File: config.mk
export PLATFORM = sky130hd
export DESIGN_NAME = posi_md_pp_ram
export DESIGN_NICKNAME = d
export VERILOG_FILES = /design/src/rtl/posi_md_pp_ram_pkg.sv /design/src/rtl/posi_md_ram_bank.sv /design/src/rtl/posi_md_pp_ram.sv
export SDC_FILE = /design/constraint.sdc
export NUM_CORES = 1
export LEC_CHECK = 0
export BUFFER_PORTS_ARGS = -buffer_cell sky130_fd_sc_hd__buf_2
export CAP_MARGIN = 5
export CORE_UTILIZATION = 45
export CTS_BUF_LIST = sky130_fd_sc_hd__clkbuf_8 sky130_fd_sc_hd__clkbuf_16
export DETAILED_ROUTE_END_ITERATION = 8
export PLACE_DENSITY = 0.62
export SETUP_SLACK_MARGIN = 0.4
export SLEW_MARGIN = 20
export SYNTH_ARGS = -nofsm -noshare
export SYNTH_HDL_FRONTEND = slang
export SYNTH_SLANG_ARGS = --single-unit
File: constraint.sdc
create_clock -name clk -period 6.4 [get_ports clk]
set_input_delay 0.32 -clock clk [delete_from_list [all_inputs] [get_ports clk]]
set_output_delay 0.32 -clock clk [all_outputs]
set_load 0.01 [all_outputs]
File: src/rtl/posi_md_pp_ram_pkg.sv
// -----------------------------------------------------------------------------
// posi_md_pp_ram_pkg
// Shared definitions for the ping-pong mode RAM slice.
//   MD_DAT_WD  : width of one per-position mode entry
//   MD_CLR_VAL : "invalid mode" encoding written by the clear sequencer
//   clr_state_e: clear sequencer states
// -----------------------------------------------------------------------------
package posi_md_pp_ram_pkg;

    localparam int MD_DAT_WD = 6;

    localparam logic [MD_DAT_WD-1:0] MD_CLR_VAL = 6'h00;

    typedef enum logic {
        IDLE = 1'b0,
        CLR  = 1'b1
    } clr_state_e;

endpackage

File: src/rtl/posi_md_ram_bank.sv
// -----------------------------------------------------------------------------
// posi_md_ram_bank
// One single-port bank with low-active chip/write enables. Payload is
// zero-padded up to the macro word width on write and stripped on read.
// Read data appears one cycle after a read access (cen=0, wen=1) and holds
// until the next read access.
// Ports:
//   clk   : clock, rising edge
//   cen   : chip enable, low active
//   wen   : write enable, low active (only meaningful while cen=0)
//   adr   : word address
//   dat_i : write payload
//   dat_o : read payload (registered)
// -----------------------------------------------------------------------------
module posi_md_ram_bank #(
    parameter int ADR_WD  = 6,
    parameter int DAT_WD  = 6,
    parameter int WORD_WD = 8
) (
    input  logic              clk,
    input  logic              cen,
    input  logic              wen,
    input  logic [ADR_WD-1:0] adr,
    input  logic [DAT_WD-1:0] dat_i,
    output logic [DAT_WD-1:0] dat_o
);

    logic [WORD_WD-1:0] word_i;
    logic [WORD_WD-1:0] word_o;
    logic               unused_pad;

    assign word_i = WORD_WD'(dat_i);

`ifdef XM_MODEL
    sram_sp_hde #(
        .ADR_WD  (ADR_WD),
        .WORD_WD (WORD_WD)
    ) u_macro (
        .CLK (clk),
        .CEN (cen),
        .WEN (wen),
        .A   (adr),
        .D   (word_i),
        .Q   (word_o)
    );
`else
    logic [WORD_WD-1:0] mem [2**ADR_WD];

    always_ff @(posedge clk) begin
        if (!cen) begin
            if (!wen) begin
                mem[adr] <= word_i;
            end else begin
                word_o <= mem[adr];
            end
        end
    end
`endif

    // Pad bits are always zero; they are not part of the payload.
    assign unused_pad = ^(word_o >> DAT_WD);
    assign dat_o      = word_o[DAT_WD-1:0];

endmodule

File: src/rtl/posi_md_pp_ram.sv
// -----------------------------------------------------------------------------
// posi_md_pp_ram
// Ping-pong mode RAM between mode decision (producer) and per-LCU consumers.
// Bank bank_o takes producer writes and clear writes; bank ~bank_o serves
// consumer reads. A clear sequencer fills the producer bank with CLR_VAL over
// 2**ADR_WD cycles; swaps requested during a clear are deferred to the cycle
// in which done_o pulses.
// Ports:
//   clk, rst  : clock (rising edge), asynchronous active-high reset
//   swap_i    : pulse, exchange producer/consumer banks
//   clr_i     : pulse, clear the producer bank
//   wr_ena_i  : producer write enable, low active (dropped while busy_o)
//   wr_adr_i  : producer address
//   wr_dat_i  : producer data
//   rd_ena_i  : consumer read enable, low active
//   rd_adr_i  : consumer address
//   rd_dat_o  : read data, valid one cycle after the read, held otherwise
//   rd_val_o  : read data valid
//   bank_o    : producer bank index
//   busy_o    : clear in progress
//   done_o    : one-cycle pulse after the last clear write
// -----------------------------------------------------------------------------
module posi_md_pp_ram
    import posi_md_pp_ram_pkg::*;
#(
    parameter int                ADR_WD  = 6,
    parameter int                DAT_WD  = MD_DAT_WD,
    parameter int                WORD_WD = 8,
    parameter logic [DAT_WD-1:0] CLR_VAL = DAT_WD'(MD_CLR_VAL)
) (
    input  logic              clk,
    input  logic              rst,
    input  logic              swap_i,
    input  logic              clr_i,
    input  logic              wr_ena_i,
    input  logic [ADR_WD-1:0] wr_adr_i,
    input  logic [DAT_WD-1:0] wr_dat_i,
    input  logic              rd_ena_i,
    input  logic [ADR_WD-1:0] rd_adr_i,
    output logic [DAT_WD-1:0] rd_dat_o,
    output logic              rd_val_o,
    output logic              bank_o,
    output logic              busy_o,
    output logic              done_o
);

    localparam logic [ADR_WD-1:0] ADR_LAST = {ADR_WD{1'b1}};

    clr_state_e        state_q;
    clr_state_e        state_d;
    logic [ADR_WD-1:0] clr_cnt_q;
    logic              prod_bank_q;
    logic              swap_pend_q;
    logic              done_q;
    logic              busy;
    logic              clr_last;
    logic              swap_go;

    logic              prod_we;
    logic [ADR_WD-1:0] prod_adr;
    logic [DAT_WD-1:0] prod_dat;

    logic              rd_val_p1;
    logic              rd_bank_p1;
    logic [DAT_WD-1:0] rd_hold_p1;
    logic [DAT_WD-1:0] rd_word;

    logic [1:0]        bank_cen;
    logic [1:0]        bank_wen;
    logic [ADR_WD-1:0] bank_adr [2];
    logic [DAT_WD-1:0] bank_rd  [2];

    assign busy     = (state_q == CLR);
    // Last address is found by comparison so the counter never relies on wrap.
    assign clr_last = busy && (clr_cnt_q == ADR_LAST);
    // A deferred swap fires in the done_o cycle; a fresh request in that same
    // cycle merges with it rather than toggling twice.
    assign swap_go  = (swap_i && !busy) || (swap_pend_q && done_q);

    always_comb begin
        state_d = state_q;
        case (state_q)
            IDLE:    if (clr_i) state_d = CLR;
            CLR:     if (clr_cnt_q == ADR_LAST) state_d = IDLE;
            default: state_d = IDLE;
        endcase
    end

    always_ff @(posedge clk or posedge rst) begin
        if (rst) begin
            state_q     <= IDLE;
            clr_cnt_q   <= '0;
            prod_bank_q <= 1'b0;
            swap_pend_q <= 1'b0;
            done_q      <= 1'b0;
        end else begin
            state_q     <= state_d;
            clr_cnt_q   <= busy ? clr_cnt_q + ADR_WD'(1) : '0;
            done_q      <= clr_last;
            prod_bank_q <= prod_bank_q ^ swap_go;
            if (swap_i && busy) begin
                swap_pend_q <= 1'b1;
            end else if (done_q) begin
                swap_pend_q <= 1'b0;
            end
        end
    end

    // Producer side: the clear sequencer owns the write port while busy.
    assign prod_we  = busy || !wr_ena_i;
    assign prod_adr = busy ? clr_cnt_q : wr_adr_i;
    assign prod_dat = busy ? CLR_VAL : wr_dat_i;

    for (genvar b = 0; b < 2; b++) begin : g_bank
        logic is_prod;
        logic ren_n;

        assign is_prod     = (prod_bank_q == 1'(b));
        assign bank_wen[b] = !(is_prod && prod_we);
        assign ren_n       = !(!is_prod && !rd_ena_i);
        assign bank_cen[b] = bank_wen[b] && ren_n;
        assign bank_adr[b] = is_prod ? prod_adr : rd_adr_i;

        posi_md_ram_bank #(
            .ADR_WD  (ADR_WD),
            .DAT_WD  (DAT_WD),
            .WORD_WD (WORD_WD)
        ) u_bank (
            .clk   (clk),
            .cen   (bank_cen[b]),
            .wen   (bank_wen[b]),
            .adr   (bank_adr[b]),
            .dat_i (prod_dat),
            .dat_o (bank_rd[b])
        );
    end

    // ---- stage p1: read data returns from the bank that was consumer at issue
    always_ff @(posedge clk or posedge rst) begin
        if (rst) begin
            rd_val_p1  <= 1'b0;
            rd_bank_p1 <= 1'b0;
            rd_hold_p1 <= '0;
        end else begin
            rd_val_p1 <= !rd_ena_i;
            if (!rd_ena_i) begin
                rd_bank_p1 <= !prod_bank_q;
            end
            if (rd_val_p1) begin
                rd_hold_p1 <= rd_word;
            end
        end
    end

    assign rd_word  = bank_rd[rd_bank_p1];
    assign rd_dat_o = rd_val_p1 ? rd_word : rd_hold_p1;
    assign rd_val_o = rd_val_p1;
    assign bank_o   = prod_bank_q;
    assign busy_o   = busy;
    assign done_o   = done_q;

endmodule

---- Yosys cells after proc, flatten, opt, wreduce, memory -nomap -nowiden ----
Memories as Yosys holds them, arrays and structs flattened. A register that Yosys moved wholly into a read port is not among the register bits.
Cells that the tools add are included.
word-level totals
  output and inout port bits .............. 10
  memory bits (read-only) ................. 0
  bits of input ports ..................... 24
  RAM bits ................................ 768
  register bits after elaboration ......... 18
  logic and storage cells ................. 64
  bits in latches ......................... 0
  memories kept ........................... 2
memory list
  memory                words  bits a word  read ports  clocked after memory_dff  write ports  RTL line                source
  g_bank[0].u_bank.mem  64     6            1           1                         1            posi_md_ram_bank.sv:47  logic [WORD_WD-1:0] mem [2**ADR_WD];
  g_bank[1].u_bank.mem  64     6            1           1                         1            posi_md_ram_bank.sv:47
operators by class
  multipliers ............................. 0
  multiplexer cells ....................... 20
  $add $sub $neg .......................... 1
  bitwise logic cells ..................... 8
  divide/modulo/power cells ............... 0
  shift operators ......................... 0
  $lt $le $gt $ge ......................... 1
  reduce and logical (&&, ||, !) cells .... 23
  equality and inequality tests ........... 1
operators with widths
  operator               count
  $mux W6                9
  $logic_and A1 B1 Y1    10
  $mux W1                10
  $logic_not A1 Y1       8
  $add A6 B1 Y6 const B  1
  $eq A6 B6 Y1 const B   1
  $not A1 Y1             6
  $reduce_and A2 Y1      2
  $ge A2 B2 Y1 const B   1
  $logic_or A1 B1 Y1     2
  $not A1 Y2             1
  $pmux W1 S2            1
  $reduce_bool A2 Y1     1
  $xor A1 B1 Y1          1

---- Depth between registers and ports, before layout ----
  word-level depth ........................ 7
  gate-level depth with buffers ........... 12

---- Hierarchy ----
A second synthesis with hierarchy kept.
unflattened totals
  cell total of the unflattened synthesis .. 1,872
  area, all modules ....................... 31,597.8 um^2
modules (own cells, without submodules)
  module            area an instance (um^2)  instances  cells each
  posi_md_ram_bank  15,287.2                 2          880
  posi_md_pp_ram    1,023.5                  1          112

---- Worst setup path after synthesis ----
OpenSTA, ideal clock, no wires.
  path type ............................... reg2reg
  from .................................... register state_q (netlist: busy_o)
  to ...................................... memory g_bank[0].u_bank.mem[0][0] (netlist bit) (data pin)
  data required time ...................... 5.575 ns
  data arrival time ....................... 3.946 ns
  slack ................................... 1.629 ns
  cell stages (with the launch flop) ...... 4
  path buffers ............................ 2
  path through ............................ dfrtp_1 -> buf_6 -> clkbuf_1 -> nor2b_1
on the way
  longest elaborated chain between the ends .. 1
RTL lines
  element                        RTL line                source
  start: declaration             posi_md_pp_ram.sv:49    clr_state_e state_q;
  start signal: assignment       posi_md_pp_ram.sv:97    state_q <= state_d;
  $mux W6                        posi_md_pp_ram.sv:112   assign prod_dat = busy ? CLR_VAL : wr_dat_i;
  via g_bank[0].u_bank.dat_i[0]  posi_md_ram_bank.sv:24  input logic [DAT_WD-1:0] dat_i,
  end: declaration               posi_md_ram_bank.sv:47
The timed path passes the listed nets, and every way through them passes these cells.

---- Final worst setup path ----
  from .................................... register state_q (netlist: busy_o)
  to ...................................... register g_bank[0].u_bank.word_o[3], read port of g_bank[0].u_bank.mem (data pin)
on the way
  longest elaborated chain between the ends .. 6
  elaborated cells between the ends (all ways) .. 9
  classes of those cells .................. mux: 2; bitwise: 2; reduce/logical: 5
RTL lines
  element                      RTL line                source
  $logic_or A1 B1 Y1           posi_md_pp_ram.sv:110   assign prod_we = busy || !wr_ena_i;
  $logic_and A1 B1 Y1          posi_md_pp_ram.sv:119   assign bank_wen[b] = !(is_prod && prod_we);
  $logic_not A1 Y1             posi_md_pp_ram.sv:119
  $logic_and A1 B1 Y1          posi_md_pp_ram.sv:121   assign bank_cen[b] = bank_wen[b] && ren_n;
  $not A1 Y1 (no line)         n/a
  $reduce_and A2 Y1 (no line)  n/a
  end: declaration             posi_md_ram_bank.sv:29  logic [WORD_WD-1:0] word_o;
Parallel ways exist; a longest one is shown, timed or not.
A chain may end at the register's enable or synchronous reset.

==> results.sh <==
export IMPL_gp_congestion=0.9138
export IMPL_p_leak_nw=11.64
export IMPL_nets=2054
export IMPL_power_w=0.01572
export IMPL_htreeDepth=3
export IMPL_drt_pass1_iter_count=7
export IMPL_ys_types=56
export IMPL_r2r_start="busy_o"
export IMPL_clock_skew_ns=0.01770
export IMPL_period_share=0.7043
export IMPL_hp_class="in -> reg"
export IMPL_cts_setup_buffers=0
export IMPL_start_util=0.4545
export IMPL_synth_nets=2016
export IMPL_post_cts_resized=0
export IMPL_crit_arrival_ns=4.85
export IMPL_row_count=97
export IMPL_ys_ff_latch=798
export IMPL_cts_buffers=79
export IMPL_fin_area_mm2=0.03551
export IMPL_cp_end_kind="flop"
export IMPL_worstPathRequired_ns=6.75
export IMPL_worst_pin_slew_ns=1.166
export IMPL_syn_to_final_growth_pct=11.75
export IMPL_ant_nets=0
export IMPL_setup_violations_final=0
export IMPL_synth_area_leaders="edfxtp_1 (74%), mux4_2 (5.2%), nand2_1 (3.2%), a21oi_1 (2.4%), nor2_1 (2.0%)"
export IMPL_yosysSeqAreaShare=0.7513
export IMPL_setup_worst_path_start_class="flop"
export IMPL_antenna_found_initial=3
export IMPL_synth_most_common_cell="edfxtp_1"
export IMPL_async_reset_ff_frac=0.02256
export IMPL_gr_total_overflow=0
export IMPL_die_w_um=267.7
export IMPL_wl_per_cell_um=25.91
export IMPL_drive_above_1_share=0.1401
export IMPL_highest_layer="met5"
export IMPL_synth_warnings=0
export IMPL_grt_pass1_vias=17710
export IMPL_synth_avg_cell_area_um2=15.96
export IMPL_dp_final_hpwl_um=48460
export IMPL_slowest_stage="dfrtp_1"
export IMPL_setup_tns_ns=0
export IMPL_coreArea_mm2=0.06991
export IMPL_drv_slew=0
export IMPL_maxCapViolations=0
export IMPL_drt_wl_total_um=78600
export IMPL_max_slew_margin_rel=0.2167
export IMPL_synthFlopType="edfxtp_1"
export IMPL_min_from="wr_dat_i[3]"
export IMPL_cts_tree="built"
export IMPL_syn_inst=1991
export IMPL_synth_edff_count=780
export IMPL_post_dp_cell_area_mm2=0.03294
export IMPL_power_density_mw_per_mm2=442.8
export IMPL_met1_length_um=31890
export IMPL_outcome="completed"
export IMPL_wl_met3_um=5076
export IMPL_critPathMaxFanout=45
export IMPL_viasPerCell=5.940
export IMPL_boundaryPins=34
export IMPL_vias=18020
export IMPL_clock_latency_ns=0.63
export IMPL_drcViolationCount=0
export IMPL_finalHoldViolations=0
export IMPL_synth_top_cells_by_count="edfxtp_1 (780), nand2_1 (274), nor2_1 (173)"
export IMPL_synth_largest_area_cell="edfxtp_1"
export IMPL_grt_max_degree=100
export IMPL_rsz0062_at_grt="false"
export IMPL_dieHeight_um=267.7
export IMPL_yosys_area_top_type_share=0.7371
export IMPL_fill_cells=5840
export IMPL_clkSlewWorstSetupHoldPaths_ns=0.06
export IMPL_vdd_drop_max_v=0.0002724
export IMPL_wl_met2_um=38350
export IMPL_place_port_buffers=33
export IMPL_critPathLaunch="busy_o"
export IMPL_drt_first_iter_violations=1839
export IMPL_max_clock_path_buffers=3
export IMPL_critical_path_class="reg -> reg"
export IMPL_timing_fmax_mhz=221.8
export IMPL_netlist_area_mm2=0.03178
export IMPL_grt_first_pass_wirelength_um=116800
export IMPL_die_area_mm2=0.07168
export IMPL_cts_root_buf="clkbuf_16"
export IMPL_min_period_ns=4.508
export IMPL_grt_use_total=0.2223
export IMPL_clock_sinks=798
export IMPL_cp_slowest_stage_delay_ns=1.07
export IMPL_crit_chain="mux2_4 > o21a_4 > buf_4 > mux4_2 > nor2b_1 > o32a_1 > or4_1"
-- critical path, delay by kind of cell (launching register included) --
| family | cells | cell delay, ns |
|---|---|---|
| buf+inv | 1 | 0.62 |
| mux | 2 | 0.92 |
| flops | 1 | 1.07 |
| compound gates | 2 | 0.91 |
| simple gates | 2 | 0.67 |
-- cells in the final DEF (no fill, tap or decap), types with 17 or more instances in the layout --
master	instances
a21oi_1	150
a221oi_1	17
a22oi_1	42
a32oi_1	54
buf_2	33
buf_4	30
clkbuf_16	80
dfrtp_1	17
edfxtp_1	780
inv_1	25
mux2i_1	56
mux4_2	74
nand2_1	274
nand3_1	46
nor2_1	173
-- per-stage QoR --
| step | hold slack, ns | util | std cells | setup slack [ns] |
|---|---|---|---|---|
| floorplan | 0.2586 | - | 1991 | 1.629 |
| global placement | 0.4757 | 0.4711 | 2884 | 1.962 |
| detailed placement | 0.5017 | 0.4712 | 2884 | 1.878 |
| CTS | 0.2486 | 0.5077 | 3032 | 1.872 |
| global route | 0.2631 | 0.5079 | 3032 | 1.642 |
| finish | 0.2714 | 0.5079 | 3034 | 1.892 |
-- repair_timing --
action,in CTS,in global routing
hold buffers,4,0
endpoints found under the setup margin,0,0
endpoints found under the hold margin,22,0
-- power breakdown --
part | internal, W | switching [W] | leakage, nW
Clock | 0.00257 | 0.00195 | 1.30
Combinational | 0.00165 | 0.00329 | 2.91
Sequential | 0.00609 | 0.000172 | 7.44
-- routing by layer --
layer	up-vias	global-route usage
li1	7915	-
met1	9221	0.2977
met2	700	0.3639
met3	181	0.03702
met4	4	0.08896
met5	-	0
-- cell type report --
type | count | area (um^2) | area share
flip-flops and latches | 798 | 23870 | 0.6724
multi-input cells | 1075 | 7448 | 0.2098
diodes | 2 | 5.005 | 0.0001409
clock inverters | 63 | 495.5 | 0.01395
repair buffers | 69 | 470.5 | 0.01325
well taps | 940 | 1176 | 0.03312
clock buffers | 81 | 2016 | 0.05677
inverters | 6 | 22.52 | 0.0006343
-- worst paths after layout --
path	end	slack (ns)	cells past startpoint
worst max-delay path	g_bank[0].u_bank.word_o[3]	1.89	7
worst min-delay path	g_bank[1].u_bank.mem[32][3]	0.27	2
worst max register to register	g_bank[0].u_bank.word_o[3]	1.89	7
worst min register to register	swap_pend_q	0.49	1
max in group asynchronous	bank_o	5.39	3
min in group asynchronous	clr_cnt_q[3]	0.43	3
-- cells by family after synthesis --
group | count (synthesis) | share of synthesized area
compound gates | 364 | 0.07773
xor+xnor | 5 | 0.001378
buf+inv | 118 | 0.01894
flops | 798 | 0.7513
simple gates | 555 | 0.07281
mux | 150 | 0.07745
fa+ha+maj | 1 | 0.0003937
-- sequential cells by signal, indices dropped and copies added, names as in the netlist --
signal,count
bank_o,1
rd_bank_p1,1
g_bank.u_bank.mem,768
swap_pend_q,1
done_o,1
rd_val_o,1
g_bank.u_bank.word_o,12
busy_o,1
rd_hold_p1,6
clr_cnt_q,6
Note: power is estimated with default switching activity, not from simulation.
